File: src/rtl/xgmii_pkg.sv
// Shared XGMII constants and the framer state type.
// Column constants are 64-bit lane vectors; lane 0 sits in bits [7:0].
package xgmii_pkg;

    localparam logic [7:0] XGMII_IDLE     = 8'h07;
    localparam logic [7:0] XGMII_START    = 8'hFB;
    localparam logic [7:0] XGMII_TERM     = 8'hFD;
    localparam logic [7:0] XGMII_ERROR    = 8'hFE;
    localparam logic [7:0] XGMII_PREAMBLE = 8'h55;
    localparam logic [7:0] XGMII_SFD      = 8'hD5;

    localparam logic [63:0] IDLE_COLUMN     = {8{XGMII_IDLE}};
    localparam logic [63:0] PREAMBLE_COLUMN = {XGMII_SFD, {6{XGMII_PREAMBLE}}, XGMII_START};
    localparam logic [63:0] TERM_COLUMN     = {{7{XGMII_IDLE}}, XGMII_TERM};
    localparam logic [63:0] ERROR_COLUMN    = {8{XGMII_ERROR}};

    typedef enum logic [2:0] {
        ST_IDLE,
        ST_PREAMBLE,
        ST_DATA,
        ST_TERM,
        ST_IFG
    } tx_state_t;

endpackage

File: src/rtl/xgmii_term_lane.sv
// Builds the column that closes a partial last word: data lanes, then the
// terminate character, then idles. mod = 0 yields the plain terminate column.
module xgmii_term_lane
    import xgmii_pkg::*;
(
    input  logic [63:0] data,
    input  logic [2:0]  mod,
    output logic [63:0] txd,
    output logic [7:0]  txc
);

    always_comb begin
        txd = data;
        txc = 8'hFF << mod;
        for (int n = 0; n < 8; n++) begin
            if (n == int'(mod)) begin
                txd[8*n +: 8] = XGMII_TERM;
            end else if (n > int'(mod)) begin
                txd[8*n +: 8] = XGMII_IDLE;
            end
        end
    end

endmodule

File: src/rtl/xgmii_tx_framer.sv
// Frames a 64-bit packet stream onto XGMII: start/preamble column, payload,
// terminate (or error on underrun), then a minimum inter-frame gap.
module xgmii_tx_framer
    import xgmii_pkg::*;
#(
    parameter int unsigned IFG_WORDS = 2
) (
    input  logic        clk,
    input  logic        rst,
    input  logic [63:0] pkt_data,
    input  logic        pkt_valid,
    input  logic        pkt_sop,
    input  logic        pkt_eop,
    input  logic [2:0]  pkt_mod,
    output logic        pkt_ready,
    output logic [63:0] xgmii_txd,
    output logic [7:0]  xgmii_txc,
    output logic        underrun_err,
    output logic [31:0] tx_frame_cnt
);

    // Handshake: a word moves when pkt_valid && pkt_ready at a rising clk edge;
    // pkt_ready never depends on the word being accepted and is low in reset.
    localparam logic [3:0] IFG_LAST = 4'(IFG_WORDS - 1);

    tx_state_t   state, state_nxt;
    logic [3:0]  ifg_cnt, ifg_cnt_nxt;
    logic [63:0] txd_nxt, term_txd;
    logic [7:0]  txc_nxt, term_txc;
    logic        underrun_nxt;
    logic        term_now;
    logic [31:0] frame_cnt, frame_cnt_nxt;

    xgmii_term_lane u_term_lane (
        .data (pkt_data),
        .mod  (pkt_mod),
        .txd  (term_txd),
        .txc  (term_txc)
    );

    always_comb begin
        state_nxt    = state;
        ifg_cnt_nxt  = ifg_cnt;
        txd_nxt      = IDLE_COLUMN;
        txc_nxt      = 8'hFF;
        underrun_nxt = 1'b0;
        term_now     = 1'b0;
        pkt_ready    = 1'b0;
        case (state)
            ST_IDLE: begin
                // A start word waits here unconsumed; stray mid-frame words are dropped.
                if (pkt_valid) begin
                    if (pkt_sop) state_nxt = ST_PREAMBLE;
                    else         pkt_ready = 1'b1;
                end
            end
            ST_PREAMBLE: begin
                txd_nxt   = PREAMBLE_COLUMN;
                txc_nxt   = 8'h01;
                state_nxt = ST_DATA;
            end
            ST_DATA: begin
                pkt_ready = 1'b1;
                if (!pkt_valid) begin
                    txd_nxt      = ERROR_COLUMN;
                    underrun_nxt = 1'b1;
                    ifg_cnt_nxt  = 4'd0;
                    state_nxt    = ST_IFG;
                end else if (pkt_eop && (pkt_mod != 3'd0)) begin
                    txd_nxt     = term_txd;
                    txc_nxt     = term_txc;
                    term_now    = 1'b1;
                    ifg_cnt_nxt = 4'd0;
                    state_nxt   = ST_IFG;
                end else begin
                    txd_nxt = pkt_data;
                    txc_nxt = 8'h00;
                    if (pkt_eop) state_nxt = ST_TERM;
                end
            end
            ST_TERM: begin
                txd_nxt     = TERM_COLUMN;
                term_now    = 1'b1;
                ifg_cnt_nxt = 4'd0;
                state_nxt   = ST_IFG;
            end
            ST_IFG: begin
                if (ifg_cnt == IFG_LAST) begin
                    ifg_cnt_nxt = 4'd0;
                    state_nxt   = ST_IDLE;
                end else begin
                    ifg_cnt_nxt = ifg_cnt + 4'd1;
                end
            end
            default: state_nxt = ST_IDLE;
        endcase
        if (rst) pkt_ready = 1'b0;
    end

    assign frame_cnt_nxt = frame_cnt + {31'd0, term_now};
    assign tx_frame_cnt  = frame_cnt;

    always_ff @(posedge clk or posedge rst) begin
        if (rst) begin
            state        <= ST_IDLE;
            ifg_cnt      <= 4'd0;
            xgmii_txd    <= IDLE_COLUMN;
            xgmii_txc    <= 8'hFF;
            underrun_err <= 1'b0;
            frame_cnt    <= 32'd0;
        end else begin
            state        <= state_nxt;
            ifg_cnt      <= ifg_cnt_nxt;
            xgmii_txd    <= txd_nxt;
            xgmii_txc    <= txc_nxt;
            underrun_err <= underrun_nxt;
            frame_cnt    <= frame_cnt_nxt;
        end
    end

endmodule

File: config.mk
export PLATFORM = sky130hd
export DESIGN_NAME = xgmii_tx_framer
export DESIGN_NICKNAME = d
export VERILOG_FILES = /design/src/rtl/xgmii_pkg.sv /design/src/rtl/xgmii_term_lane.sv /design/src/rtl/xgmii_tx_framer.sv
export SDC_FILE = /design/constraint.sdc
export NUM_CORES = 1
export LEC_CHECK = 0
export ABC_CLOCK_PERIOD_IN_PS = 4100
export BUFFER_PORTS_ARGS = -buffer_cell sky130_fd_sc_hd__buf_2
export CAP_MARGIN = 20
export CORE_MARGIN = 2
export CORE_UTILIZATION = 50
export CTS_CLUSTER_DIAMETER = 100
export CTS_CLUSTER_SIZE = 8
export DETAILED_ROUTE_END_ITERATION = 7
export PLACE_DENSITY = 0.75
export SYNTH_ARGS = -nofsm -noshare
export SYNTH_HDL_FRONTEND = slang
export SYNTH_HIERARCHICAL = 1
export SYNTH_SLANG_ARGS = --single-unit
export TNS_END_PERCENT = 1
File: constraint.sdc
create_clock -name clk -period 4.1 [get_ports clk]
set_clock_uncertainty 0.1 [all_clocks]
set_input_delay 0.205 -clock clk [delete_from_list [all_inputs] [get_ports clk]]
set_output_delay 0.205 -clock clk [all_outputs]
set_load 0.02 [all_outputs]
# After elaboration in Yosys (flattened, before gate mapping)
# Cells that the tools add are included.
[word_totals]
regBits = 112
word_cells = 81
out_inout_bits = 106
[classes]
n_eq_ne = 17
order_cmp = 7
n_mux = 41
shift = 1
reduce_logical = 7
addsub = 2
[op_table]
columns = ["cell", "n"]
rows = [
  ["one-hot mux 64 bit (3 select lines)", 1],
  ["two-way mux 8 bit", 17],
  ["two-way mux 64 bit", 2],
  ["adder 32 x 1 -> 32 bit", 1],
  ["two-way mux 3 bit", 6],
  ["one-hot mux 8 bit (2 select lines)", 1],
  ["one-hot mux 3 bit (5 select lines)", 1],
  ["== test 3 bit, first input constant", 4],
  ["greater-than comparator 3 bit, first input constant", 4],
  ["two-way mux 4 bit", 3],
  ["one-hot mux 4 bit (3 select lines)", 1],
  ["<< shifter 8 x 3 -> 8 bit, first input constant", 1],
  ["two-way mux 1 bit", 7],
  ["== test 2 x 3 -> 1 bit, first input constant", 2],
  ["== test 3 x 2 -> 1 bit, second input constant", 2],
  ["greater-than comparator 2 x 3 -> 1 bit, first input constant", 2],
  ["zero test 3 bit", 2],
  ["inequality test 2 bit, second input constant", 3],
  ["nonzero test 3 bit", 2],
  ["adder 4 x 1 -> 4 bit, second input constant", 1],
  ["== test 4 x 1 -> 1 bit, second input constant", 1],
  ["inequality test 4 bit, second input constant", 1],
  ["one-hot mux 1 bit (2 select lines)", 2],
  ["AND reduction 4 bit", 1],
  ["other kinds (7)", 7],
]

# Logic depth before layout (Yosys ltp)
[logic_depth]
word_depth = 6
ltp_mapped = 11

# Hierarchy
# Netlist, hierarchy kept.
[modules_own_cells]
columns = ["module", "area_per_inst_um2", "n_inst", "cells_per_inst"]
rows = [
  ["xgmii_tx_framer", 4987.3, 1, 520],
  ["xgmii_term_lane", 589.3, 1, 104],
]

# Least setup slack after synthesis
# Ideal clock, no wire load.
[synth_path]
path_type = "in2reg"
startpoint = "input pkt_mod[1]"
endpoint = "register frame_cnt[27] (netlist: tx_frame_cnt[27])"
required_time_ns = 3.870
arrival_ns = 2.007
slack_ns = 1.863
setup_ns = 0.130
cell_stages = 10
cell_sequence = "o31a_1 > buf_2 > clkbuf_1 > a21oi_1 > nor2_1 > ha_1 > nand3_1 > nor4_1 > nand4b_1 > xnor2_1"
[synth_via]
elab_chain_len = 6
[synth_rtl]
columns = ["element", "line", "text"]
rows = [
  ["start: declaration", "xgmii_tx_framer.sv:14", "input logic [2:0] pkt_mod,"],
  ["nonzero test 3 bit", "xgmii_tx_framer.sv:69", "end else if (pkt_eop && (pkt_mod != 3'd0)) begin"],
  ["logical AND 1 bit", "xgmii_tx_framer.sv:69", ""],
  ["two-way mux 1 bit", "xgmii_tx_framer.sv:69", ""],
  ["two-way mux 1 bit", "xgmii_tx_framer.sv:64", "if (!pkt_valid) begin"],
  ["one-hot mux 1 bit (2 select lines)", "xgmii_tx_framer.sv:49", "case (state)"],
  ["adder 32 x 1 -> 32 bit", "xgmii_tx_framer.sv:100", "assign frame_cnt_nxt = frame_cnt + {31'd0, term_now};"],
  ["via frame_cnt_nxt[27]", "xgmii_tx_framer.sv:32", "logic [31:0] frame_cnt, frame_cnt_nxt;"],
  ["end signal: assignment", "xgmii_tx_framer.sv:117", "frame_cnt <= frame_cnt_nxt;"],
  ["end: declaration", "xgmii_tx_framer.sv:32", ""],
]
# The timed path passes the listed nets, and every way through them passes these cells.
# A chain may end at the register's enable or synchronous reset.

# Final worst setup path
[layout_path]
startpoint = "register state[1]"
endpoint = "register frame_cnt[29] (netlist: tx_frame_cnt[29])"
[layout_via]
elab_chain_len = 3
elab_cells_between_ends = 4
classes_between = "add/sub (1); eq/ne (2); mux (1)"
[layout_rtl]
columns = ["element", "line", "text"]
rows = [
  ["start: declaration", "xgmii_tx_framer.sv:26", "tx_state_t state, state_nxt;"],
  ["start signal: assignment", "xgmii_tx_framer.sv:112", "state <= state_nxt;"],
  ["== test 3 x 2 -> 1 bit", "xgmii_tx_framer.sv:49", ""],
  ["one-hot mux 1 bit (2 select lines) (*)", "xgmii_tx_framer.sv:49", ""],
  ["adder 32 x 1 -> 32 bit (*)", "xgmii_tx_framer.sv:100", ""],
  ["via frame_cnt_nxt[29]", "xgmii_tx_framer.sv:32", ""],
]
# Mark *: on every way through the listed nets, which the timed path passes. The rest lies on a longest branch.

==> results summary <==
The flow ran to the end, and the final reports show no timing, DRC or antenna violations. The violation count after the first detailed-route iteration is 293. The total overflow reported by the global router is 0. The critical path is of the flop to flop type. The number of standard cells in the layout, taps in and fillers out came out at 961. Setup repair after global routing left no endpoint under its margin. The initial antenna violation count was 2. The mapped netlist covers 0.00558 sq mm. The power after layout is 3.28 mW.

CTS placed an instance of clkbuf_8 at the clock tree root. The distinct cell type count of the synthesized netlist is 45. By area the synthesized netlist is led by dfrtp_1 36%, dfstp_2 15%, nand2_1 9.2%. In this run, placement finished with an instance count of 908. The power density normalized to cell area came out at 461 mW/mm^2. The clock input transition at the sequential cells of the worst setup and hold paths came out at 0.12 ns. The routed via count divided by cell count is 5.40. STA classifies the critical path endpoint as a flop. Once the clock tree was built, the setup fixing pass inserted 0 buffers.

At the worst endpoint, the required time is 4.27 ns. The sum of negative setup slack is 0 ns. The number of global-route vias before repair came out at 4952.

The number of top-level pins is 178. The max-slew violation total from the final report came out at 0. The post-cts gate resize count came out at 0. The number of flops mapped to enable cells by yosys is 0. The last weighted congestion value of the routability-driven placer came out at 0.815. The setup slack after layout came out at 1.81 ns. The sink count of the clock tree is 112. The DRC violations left came out at 0. By count the netlist is led by 137 x nand2_1, 80 x dfrtp_1, 49 x o21ai_0. The count of yosys warnings during synthesis is 6. TritonCTS built the clock tree.

The wire length after detailed routing came out at 15600 microns. The headroom to the max-slew limit came out at 28.3%. The deepest level of the CTS H-tree is 3. The first global-routing pass estimated 24500 microns of wire. From synthesis to final layout, the design area changed by 27.4%.

The average cell area after synthesis is 8.94 sq um. The number of port buffers is 177. The reported leakage power came out at 3.63 nW. Global routing used 26.4% of the available tracks.

The final number of setup-violating endpoints is 0. The area of the core came out at 0.0108 sq mm. The worst hold path belongs to the class input pin to flop. The clock passes through at most 2 buffers.

The arrival time at the worst endpoint is 2.45 ns. The count of filler cells inserted in the layout came out at 866. Cells with a size suffix above 1 make up 31.2% of the layout. The highest net fanout along the worst path came out at 9.

After detailed placement, the total cell area comes to 0.00653 sq mm. The die width came out at 110 microns. Derived from the worst setup path, the maximum achievable clock frequency is 437 MHz. Counting flops with an async set or reset pin after synthesis yields a share of 100%. The minimum hold slack came out at 0.0205 ns. The maximum number of pins on one net before global-route repair is 54. Yosys instantiated no cell more often than nand2_1.

The length of the first detailed-routing pass in iterations is 6. Synthesis produced 624 cells. The area of the die came out at 0.0120 sq mm. In the synthesized netlist the dominant register cell turns out to be dfrtp_1. The minimum period implied by the final worst setup slack is 2.29 ns. The average wire per standard cell is 16.3 microns. The actual slew at the worst max-slew pin is 1.08 ns.

The area fraction of the dominant cell type after synthesis came out at 35.9%. At the placement stage, the worst setup path has a slack of 1.57 ns. The synthesized design spends more area on one cell type than any other, namely dfrtp_1. The post-layout instance area came out at 0.00710 sq mm. The overall via count from detail_route came out at 5187. The number of nets with antenna violations after routing came out at 0. In this run the vertical extent of the chip is 110 microns. Row generation in the floorplan step produced 38 rows. The number of failing hold endpoints at the final stage came out at 0.

The post-synthesis sequential element count is 112. STA classifies the critical path startpoint as a flop. The number of nets in the finished design came out at 892.

Across the run, the number of max-cap violations was 0. The number of buffers added by the clock tree synthesis step is 9. Across the VDD grid, the largest voltage drop is 0.276 mV.

The share of the yosys chip area belonging to registers came out at 51.0%. The wire-length estimate of the detail-placed layout is 10600 microns. The initial core utilization came out at 51.4%.

The final cycle utilization of the critical path came out at 55.8%. Measured on the finished design, the core utilization comes to 65.5%. The worst-skew pair later-pin latency came out at 0.38 ns.
-- metal layers --
metal,up-vias,GRT usage (%),wire (microns)
met5,-,0,13
met4,2,8.77,347
met1,2461,34.0,6470
met2,221,43.2,7520
li1,2461,-,-
met3,42,7.05,1270
-- worst max-delay path: stages (launching register included) --
cell and delay, ns:
dfrtp_1 0.53, nand2b_1 0.12, nor2_1 0.17, ha_1 0.20
nand3_1 0.13, nor4_1 0.56, nand4_1 0.20, xnor2_1 0.18
-- repair_timing --
item                                    in CTS  in global routing
hold endpoints to repair                    54                  0
hold buffers                                36                  0
endpoints found under the setup margin       0                  0
-- flip-flops by register name (all words and copies together) (netlist names) --
register / cells
ifg_cnt: 4
state: 3
tx_frame_cnt: 32
underrun_err: 1
xgmii_txc: 8
xgmii_txd: 64
-- report_power, final --
part | internal, mW | total, mW | switching [mW] | leakage [nW]
registers | 1.39 | 1.51 | 0.115 | 1.42
logic | 0.363 | 1.07 | 0.704 | 2.11
clock network | 0.298 | 0.703 | 0.405 | 0.102
-- cell usage in the layout, fill, tap and decap left out, types with 3 or more instances in the layout --
cell type      netlist  routed
nor2b_1              3       3
nand3_1             22      22
nand2b_1            12      12
conb_1               1       3
ha_1                 5       5
dfstp_2             32      32
nand2_1            137     136
inv_8                0       3
xnor2_1             23      23
nand4b_1             3       3
buf_2               11     177
a31oi_1             28      28
clkbuf_8             0       9
o21ai_0             49      49
dfrtp_1             80      80
xor2_1               7       7
nand4_1             13      13
a21oi_1             41      41
dlygate4sd3_1        0      36
or2_2               13      13
a21o_1              18      18
nor3_1               4       4
o21a_1              11      11
inv_1               38      37
buf_4                4       7
nor2_1              15      15
and3_1               4       4
-- cells by family after synthesis --
logic type / count (synthesis) / synth area share (%)
flip-flops: 112 / 51.0
buffers and inverters: 81 / 6.24
other: 1 / 0.0672
XOR/XNOR: 30 / 4.71
adder cells (fa/ha/maj): 5 / 1.12
AO/OA/AOI/OAI: 151 / 15.8
AND/OR/NAND/NOR: 244 / 21.0
-- path summary, 6_finish.rpt --
check	from	to	slack [ns]	depth (start not counted)
setup / recovery	state[1]	tx_frame_cnt[29]	1.81	7
hold / removal	pkt_data[56]	xgmii_txd[56]	0.02	4
setup reg to reg	state[1]	tx_frame_cnt[29]	1.81	7
hold reg to reg	tx_frame_cnt[19]	tx_frame_cnt[19]	0.39	1
max in group asynchronous	rst	xgmii_txd[52]	2.59	5
min in group asynchronous	rst	ifg_cnt[0]	0.37	3
-- final cells by class --
class	instances	area, sq um	share of cell area [%]
antenna	1	2.50	0.0352
multi-input combinational	433	2410	33.9
sequential	112	2840	40.0
timing repair buffer	221	1320	18.6
clock buffer	9	124	1.74
inverter	38	145	2.04
tap	140	175	2.47
clock inverter	7	87.6	1.23
Note: power is estimated with default switching activity, not from simulation.
